--- src/rtl/multi_intr_generator.sv ---
// ---------------------------------------------------------------------------
// multi_intr_generator
//
// Multi-channel interrupt pulse generator. It turns PL-side event requests
// into PS interrupt lines, one line per channel. Each rising edge on a request
// input is stored in a saturating per-channel pending counter, so an event is
// not lost while a pulse is still running. Each channel produces either a
// timed pulse with programmable high/low widths, or a level interrupt that
// stays high until the PS acknowledges it.
//
// Ports:
//   clk          clock
//   rst_n        synchronous active-low reset
//   start_intr   [NUM_CH]     per-channel event request (rising edge counts)
//   high_cycles  [CNT_WIDTH]  timed-mode high width (0 behaves as 1)
//   low_cycles   [CNT_WIDTH]  deassert gap after each interrupt (0 = none)
//   ack_mode     [NUM_CH]     0 = timed pulse, 1 = level until intr_ack
//   intr_ack     [NUM_CH]     per-channel acknowledge (used in ack mode only)
//   intr         [NUM_CH]     interrupt lines to the PS
//   pending      [NUM_CH*PEND_WIDTH] pending counts, channel i at
//                             [i*PEND_WIDTH +: PEND_WIDTH]
//   overflow     [NUM_CH]     sticky flag: an edge was dropped at saturation
//   busy                      some channel is active or has events queued
// ---------------------------------------------------------------------------
module multi_intr_generator #(
   parameter int NUM_CH     = 4,
   parameter int CNT_WIDTH  = 15,
   parameter int PEND_WIDTH = 4
) (
   input  logic                         clk,
   input  logic                         rst_n,
   input  logic [NUM_CH-1:0]            start_intr,
   input  logic [CNT_WIDTH-1:0]         high_cycles,
   input  logic [CNT_WIDTH-1:0]         low_cycles,
   input  logic [NUM_CH-1:0]            ack_mode,
   input  logic [NUM_CH-1:0]            intr_ack,
   output logic [NUM_CH-1:0]            intr,
   output logic [NUM_CH*PEND_WIDTH-1:0] pending,
   output logic [NUM_CH-1:0]            overflow,
   output logic                         busy
);

   typedef enum logic [1:0] {IDLE, ASSERT, GAP} state_t;

   localparam logic [PEND_WIDTH-1:0] PEND_MAX = '1;
   localparam logic [CNT_WIDTH-1:0]  CNT_ONE  = CNT_WIDTH'(1);

   state_t                state     [NUM_CH];
   state_t                state_nxt [NUM_CH];
   logic [CNT_WIDTH-1:0]  cnt       [NUM_CH];
   logic [CNT_WIDTH-1:0]  cnt_nxt   [NUM_CH];
   logic [CNT_WIDTH-1:0]  hi_lat    [NUM_CH];
   logic [CNT_WIDTH-1:0]  lo_lat    [NUM_CH];
   logic [PEND_WIDTH-1:0] pend      [NUM_CH];
   logic [NUM_CH-1:0]     mode_lat;
   logic [NUM_CH-1:0]     start_q;
   logic [NUM_CH-1:0]     edge_det;
   logic [NUM_CH-1:0]     deq;
   logic [NUM_CH-1:0]     ovf;
   logic [CNT_WIDTH-1:0]  hi_eff;

   // A level held high yields a single event: only 0->1 transitions count.
   assign edge_det = start_intr & ~start_q;
   assign hi_eff   = (high_cycles == '0) ? CNT_ONE : high_cycles;
   assign overflow = ovf;

   // State register and per-channel counters
   always_ff @(posedge clk) begin
      if (!rst_n) begin
         start_q <= '0;
         for (int i = 0; i < NUM_CH; i++) begin
            state[i] <= IDLE;
            cnt[i]   <= '0;
         end
      end else begin
         start_q <= start_intr;
         for (int i = 0; i < NUM_CH; i++) begin
            state[i] <= state_nxt[i];
            cnt[i]   <= cnt_nxt[i];
         end
      end
   end

   // Configuration is captured when a pulse is launched, so a change to the
   // inputs while a pulse is in flight only affects the next pulse.
   always_ff @(posedge clk) begin
      for (int i = 0; i < NUM_CH; i++) begin
         if (deq[i]) begin
            hi_lat[i]   <= hi_eff;
            lo_lat[i]   <= low_cycles;
            mode_lat[i] <= ack_mode[i];
         end
      end
   end

   // Pending counters: a simultaneous edge and dequeue cancel out, and an
   // edge that would exceed the maximum is dropped and flagged instead.
   always_ff @(posedge clk) begin
      if (!rst_n) begin
         ovf <= '0;
         for (int i = 0; i < NUM_CH; i++) begin
            pend[i] <= '0;
         end
      end else begin
         for (int i = 0; i < NUM_CH; i++) begin
            if (edge_det[i] && !deq[i]) begin
               if (pend[i] == PEND_MAX) begin
                  ovf[i] <= 1'b1;
               end else begin
                  pend[i] <= pend[i] + PEND_WIDTH'(1);
               end
            end else if (deq[i] && !edge_det[i]) begin
               pend[i] <= pend[i] - PEND_WIDTH'(1);
            end
         end
      end
   end

   // Next-state logic
   always_comb begin
      for (int i = 0; i < NUM_CH; i++) begin
         state_nxt[i] = state[i];
         cnt_nxt[i]   = cnt[i];
         deq[i]       = 1'b0;
         case (state[i])
            IDLE: begin
               cnt_nxt[i] = '0;
               if (pend[i] != '0) begin
                  deq[i]       = 1'b1;
                  state_nxt[i] = ASSERT;
                  // The first high cycle is cycle 1 of hi_lat.
                  cnt_nxt[i]   = CNT_ONE;
               end
            end
            ASSERT: begin
               if (mode_lat[i] ? intr_ack[i] : (cnt[i] == hi_lat[i])) begin
                  cnt_nxt[i]   = '0;
                  state_nxt[i] = (lo_lat[i] == '0) ? IDLE : GAP;
               end else if (!mode_lat[i]) begin
                  cnt_nxt[i] = cnt[i] + CNT_ONE;
               end
            end
            GAP: begin
               // GAP counts 0 .. lo_lat-1; lo_lat is non-zero here.
               if (cnt[i] == lo_lat[i] - CNT_ONE) begin
                  cnt_nxt[i]   = '0;
                  state_nxt[i] = IDLE;
               end else begin
                  cnt_nxt[i] = cnt[i] + CNT_ONE;
               end
            end
            default: begin
               cnt_nxt[i]   = '0;
               state_nxt[i] = IDLE;
            end
         endcase
      end
   end

   // Outputs
   always_comb begin
      intr    = '0;
      pending = '0;
      busy    = 1'b0;
      for (int i = 0; i < NUM_CH; i++) begin
         intr[i] = (state[i] == ASSERT);
         pending[i*PEND_WIDTH +: PEND_WIDTH] = pend[i];
         busy = busy | (state[i] != IDLE) | (pend[i] != '0);
      end
   end

endmodule

--- config.mk ---
export PLATFORM = sky130hd
export DESIGN_NAME = multi_intr_generator
export DESIGN_NICKNAME = d
export VERILOG_FILES = /design/src/rtl/multi_intr_generator.sv
export SDC_FILE = /design/constraint.sdc
export NUM_CORES = 1
export LEC_CHECK = 0
export ABC_CLOCK_PERIOD_IN_PS = 2870
export BUFFER_PORTS_ARGS = -buffer_cell sky130_fd_sc_hd__buf_2
export CORE_ASPECT_RATIO = 1.75
export CORE_MARGIN = 2
export CORE_UTILIZATION = 30
export CTS_CLUSTER_DIAMETER = 100
export DETAILED_ROUTE_END_ITERATION = 6
export HOLD_SLACK_MARGIN = 0.08
export PLACE_DENSITY = 0.45
export SYNTH_ARGS = -nofsm -noshare
export SYNTH_HDL_FRONTEND = slang
export SYNTH_SLANG_ARGS = --single-unit
--- constraint.sdc ---
create_clock -name clk -period 2.87 [get_ports clk]
set_input_delay 0.287 -clock clk [delete_from_list [all_inputs] [get_ports clk]]
set_output_delay 0.287 -clock clk [all_outputs]
set_load 0.005 [all_outputs]
Word level (Yosys, flattened, before mapping)
Memories as Yosys holds them, arrays and structs flattened.
Cells that the tools add are included.
{"block": "totals", "regBits": 12, "ramBits": 204, "in_bits": 44, "out_inout_bits": 25, "elab_cells": 223, "memories": 5}
{"name": "cnt", "words": 4, "word_bits": 15, "rd": 4, "rd_clocked_by_memory_dff": 0, "write_ports": 4, "line": "50", "rtl": "logic [CNT_WIDTH-1:0] cnt [NUM_CH];"}
{"name": "hi_lat", "words": 4, "word_bits": 15, "rd": 4, "rd_clocked_by_memory_dff": 0, "write_ports": 4, "line": "52", "rtl": "logic [CNT_WIDTH-1:0] hi_lat [NUM_CH];"}
{"name": "lo_lat", "words": 4, "word_bits": 15, "rd": 4, "rd_clocked_by_memory_dff": 0, "write_ports": 4, "line": "53", "rtl": "logic [CNT_WIDTH-1:0] lo_lat [NUM_CH];"}
{"name": "pend", "words": 4, "word_bits": 4, "rd": 4, "rd_clocked_by_memory_dff": 0, "write_ports": 4, "line": "54", "rtl": "logic [PEND_WIDTH-1:0] pend [NUM_CH];"}
{"name": "state", "words": 4, "word_bits": 2, "rd": 4, "rd_clocked_by_memory_dff": 0, "write_ports": 4, "line": "48", "rtl": "state_t state [NUM_CH];"}
{"block": "classes", "add_sub_neg": 16, "eq_ne": 20, "n_mux": 111, "bitwise_logic": 25, "reduce_logical": 37}
{"op": "$mux 15", "n": 17}
{"op": "$pmux 15 s3", "n": 4}
{"op": "$eq 15x15->1", "n": 8}
{"op": "$logic_not 15->1", "n": 5}
{"op": "$add 15x1->15 const B", "n": 4}
{"op": "$sub 15x1->15 const B", "n": 4}
{"op": "$mux 1", "n": 58}
{"op": "$mux 2", "n": 20}
{"op": "$mux 4", "n": 8}
{"op": "$pmux 2 s3", "n": 4}
{"op": "$or 1x1->1", "n": 23}
{"op": "$add 4x1->4 const B", "n": 4}
{"op": "$eq 4x4->1 const B", "n": 4}
{"op": "$reduce_bool 4->1", "n": 4}
{"op": "$sub 4x1->4 const B", "n": 4}
{"op": "$eq 2x1->1 const B", "n": 4}
{"op": "$eq 2x2->1 const B", "n": 4}
{"op": "$logic_and 1x1->1", "n": 8}
{"op": "$logic_not 1->1", "n": 8}
{"op": "$logic_not 2->1", "n": 4}
{"op": "$reduce_and 2->1", "n": 4}
{"op": "$reduce_bool 2->1", "n": 4}
{"op": "$and 4x4->4", "n": 1}
{"op": "$not 4->4", "n": 1}

Logic depth before layout (Yosys ltp)
An unclocked memory read counts as a cell.
{"block": "depth", "ltp_word": 11, "depth_mapped": 13, "ltp_nobuf": 11}

Worst setup path after synthesis
Ideal clock, no wire load.
{"block": "synth_timing", "path_kind": "flip-flop to flip-flop", "startpoint": "memory lo_lat[1][0]", "endpoint": "memory cnt[1][3]", "setup_time_ns": 0.117, "t_arrival_ns": 3.067, "required_time_ns": 2.753, "setup_slack_ns": -0.314, "path_stages_with_launch": 11, "n_path_buf": 3, "synth_period_minus_slack_ns": 3.184, "cell_sequence": "edfxtp_1 or4_4 buf_6 or4_4 mux2_4 a21o_1 a2111oi_4 a211oi_2 buf_6 buf_6 a22o_1"}
{"item": "start, declared", "line": "53"}
{"item": "end, declared", "line": "50"}

==> implementation parameters <==
Parameter                              Value

Power and ir drop
  Proportion of power drawn by flip-flops and latches ... 40.1%
  Reported net switching power ... 5.231 mW
  Clk network pwr share ... 20.5%
  Gate power share ... 39.4%
  Internal power ... 8.780 mW
  Maximum ir drop on the vdd rail ... 0.6024 mV
  PD cells ... 963.6 mW/mm²
  Lkg Pwr ... 5.561 nW
  Switching fraction of total power ... 37.33%

Global route
  Number of antenna violations at the first check in global routing ... 2
  All-Layer GR Usage ... 17.49%
  Remaining global-route overflow ... 0
  Wire length of the first global-routing pass ... 54500 µm
  Largest net degree at the start of global routing ... 32
  Vias in the first global route ... 9665

Floorplan
  Initial core utilization ... 30.27%
  Die height ... 263.6 µm
  Number of placement rows ... 95
  Die Outline Area ... 0.04015 mm²
  I/O pin total ... 69
  Placeable core region ... 0.03816 mm²
  Die extent in x ... 152.3 µm

Logic synthesis
  Net Count, Synth ... 1207
  Synth cell types ... 78
  Syn_area_per_cell ... 10.10 µm²
  Most used flip-flop cell after synthesis ... sky130_fd_sc_hd__edfxtp_1
  Number of instances in the synthesized netlist ... 1144
  Flip-flop and latch count after synthesis ... 216
  Register area share after synthesis ... 49.57%
  Proportion of synthesized flip-flops having asynchronous set or reset ... 0%
  Post-synthesis instance area ... 0.01155 mm²
  Count of yosys warnings during synthesis ... 0
  Count of flip-flops with a built-in enable after synthesis ... 140

Setup path
  CP Data Arrival Time ... 3380 ps
  Peak fanout along the critical path ... 24
  Worst endpoint required time ... 3260 ps
  Startpoint type of the worst setup path ... register
  Class of the most critical setup path ... register to register
  Endpoint class of the critical path ... register

Clock network
  CTS Sinks ... 216
  Insertion delay to the later sink of the worst-skew pair ... 530 ps
  TritonCTS clock tree ... built
  H-tree levels ... 1
  Number of buffers created by CTS ... 23
  Maximum buffer depth of the clock tree ... 3
  CTS root buffer ... sky130_fd_sc_hd__clkbuf_16
  Clock Pin Slew Worst Setup and Hold Paths ... 70 ps

Detailed routing
  Count of antenna-violating nets left after detailed routing ... 0
  Number of vias per cell after detailed routing ... 5.102
  Routed wire length ... 35970 µm
  Number of DRC violations after detailed routing ... 0
  Pre-Repair DR Iteration Count ... 5
  Drt initial violations ... 499
  Detailed-route via count ... 9326
  Mean routed wirelength per cell ... 19.68 µm

Finish
  Synth-to-Final Area Change ... 25.88%
  Final core occ ... 38.11%
  Antenna Cells ... 0
  Leading cell type in the layout, fill and taps excluded ... sky130_fd_sc_hd__edfxtp_1
  Filler cells ... 3711
  Layout cell share with drive strength beyond 1 ... 23.53%
  Commonest non-fill, non-tap cells in the layout ... 140 x sky130_fd_sc_hd__edfxtp_1, 137 x sky130_fd_sc_hd__buf_4, 90 x sky130_fd_sc_hd__nor2_1, 90 x sky130_fd_sc_hd__xnor2_1
  Net count, final ... 1390

Outcome
  Status ... finished, violations left
  Violations in the final reports ... setup timing

Placed design
  Count of buffers inserted at the top-level ports ... 68
  Detailed placer's ending HPWL ... 27630 µm
  GPL Wtd Cong ... 0.8273

Timing
  Tcrit/Tclk final ... 103.9%
  Final setup margin ... -113.1 ps
  Highest achievable clock rate ... 0.3352 GHz
  Fin. Hold Viols ... 0
  Minimum period implied by the final worst setup slack ... 2983 ps
  Slew at the pin closest to its max-slew limit ... 1177 ps
  Setup TNS ... -1352 ps
  Final count of negative-setup-slack endpoints ... 24
  Max transition margin ... 21.45%
  Post-Route Skew ... 10.03 ps
  Unrepaired setup endpoints after global routing ... true
  Number of max-slew violations in the final report ... 0
  Final hold slack ... 79.11 ps

Flow run
  Maxcap violations ... 0

Min path
  Hold crit path type ... input port to register
## logic make-up after synthesis
logic type	count (synthesis)	share of synthesized area (%)
DFF	216	49.57
muxes	14	1.278
AOI/OAI and AO/OA	180	10.69
and+or+nand+nor	455	21.13
xor gates and xnor gates	145	11.12
adders and majority gates	19	2.253
buffers and inverters	115	3.954
## through the flow
step                      total power [mW]  instances  setup WS (ps)  cell area, µm²
final                                14.01       1828         -113.1           14540
after global routing                 14.91       1828         -209.9           14540
after CTS                            13.96       1821         -106.5           14310
after detailed placement             10.93       1753         -197.1           13250
after global placement               10.88       1753         -144.7           13250
after floorplan                      8.737       1144         -197.0           11610
## flip-flops by register name, indices dropped and copies added (netlist names)
register and count:
hi_lat 60, state 8, mode_lat 4, start_q 4
overflow 4, pend 16, cnt 60, lo_lat 60
## critical path, cell delays in order (launching register included)
cell and delay, ps:
sky130_fd_sc_hd__edfxtp_1 400, sky130_fd_sc_hd__buf_6 140, sky130_fd_sc_hd__or4_4 470, sky130_fd_sc_hd__or4_4 440, sky130_fd_sc_hd__mux2_4 310, sky130_fd_sc_hd__a21o_1 210, sky130_fd_sc_hd__a2111oi_4 330, sky130_fd_sc_hd__a211oi_2 150
sky130_fd_sc_hd__buf_12 180, sky130_fd_sc_hd__or2b_1 150, sky130_fd_sc_hd__a31oi_1 80
## cells in the mapped netlist (5+ instances only)
cell                       instances  area share, %
sky130_fd_sc_hd__or2_2             5           0.27
sky130_fd_sc_hd__o211ai_1          5           0.32
sky130_fd_sc_hd__inv_1            40            1.3
sky130_fd_sc_hd__nand4_1          23            1.2
sky130_fd_sc_hd__or4_1            14           0.91
sky130_fd_sc_hd__a21o_1            6           0.39
sky130_fd_sc_hd__xnor2_1          92            7.0
sky130_fd_sc_hd__a22o_1            8           0.61
sky130_fd_sc_hd__and3_1           36            1.9
sky130_fd_sc_hd__mux2i_1          11           0.95
sky130_fd_sc_hd__dfxtp_1          76             13
sky130_fd_sc_hd__nor2b_1          14           0.76
sky130_fd_sc_hd__o21ai_0          23            1.0
sky130_fd_sc_hd__nand2b_1         21            1.1
sky130_fd_sc_hd__nor4_1           24            1.3
sky130_fd_sc_hd__a21oi_1          45            1.9
sky130_fd_sc_hd__or3_1            18           0.97
sky130_fd_sc_hd__nand3_1          48            2.1
sky130_fd_sc_hd__edfxtp_1        140             36
sky130_fd_sc_hd__ha_1             16            1.7
sky130_fd_sc_hd__nand3b_1         11           0.71
sky130_fd_sc_hd__nor2_1           95            3.1
sky130_fd_sc_hd__and2_1           10           0.54
sky130_fd_sc_hd__xor2_1           52            3.9
sky130_fd_sc_hd__clkbuf_1         67            2.2
sky130_fd_sc_hd__nor3b_1           5           0.32
sky130_fd_sc_hd__nand2_1          77            2.5
sky130_fd_sc_hd__a41oi_1           5           0.38
sky130_fd_sc_hd__nor3_1           27            1.2
sky130_fd_sc_hd__a31oi_1          33            1.8
## power by group through the flow
stage	sequential, mW	combinational [mW]	clock [mW]
2_1_floorplan	5.50	3.24	0
3_3_place_gp	5.70	5.18	0
3_5_place_dp	5.69	5.23	0
4_1_cts	5.64	5.39	2.93
5_1_grt	5.77	6.10	3.05
6_report	5.62	5.53	2.87
## routing by layer
layer | vias up | GRT usage, % | wire (µm)
li1 | 4524 | - | -
met1 | 4503 | 17.58 | 12920
met4 | 2 | 11.32 | 2517
met2 | 207 | 33.46 | 19210
met5 | - | 0 | 13
met3 | 90 | 2.123 | 1307
## final cells by class
type / count / area, µm² / share of cell area (%)
Clock buffer: 28 / 594.3 / 4.087
Tap cell: 485 / 606.8 / 4.173
Sequential cell: 216 / 5725 / 39.38
Inverter: 40 / 150.1 / 1.033
Timing Repair Buffer: 233 / 1659 / 11.41
Multi-Input combinational cell: 813 / 5704 / 39.23
Clock inverter: 13 / 100.1 / 0.6884
## path summary, 6_finish.rpt
| check | start | end | slack [ps] | cells past startpoint |
|---|---|---|---|---|
| worst max-delay path | lo_lat[1][0] | cnt[1][8] | -110 | 10 |
| worst min-delay path | low_cycles[10] | lo_lat[0][10] | 80 | 1 |
| worst max register to register | lo_lat[1][0] | cnt[1][8] | -110 | 10 |
| worst min register to register | overflow[2] | overflow[2] | 470 | 1 |
## what timing repair did
| action | 4_1_cts | 5_1_grt |
|---|---|---|
| gates cloned | 0 | 1 |
| endpoints found under the setup margin | 39 | 64 |
| setup buffers | 6 | 6 |
| pin swaps | 8 | 9 |
| hold buffers | 22 | 0 |
| gates resized for setup | 22 | 40 |
| hold endpoints to repair | 64 | 0 |
(Power assumes the default switching activity.)
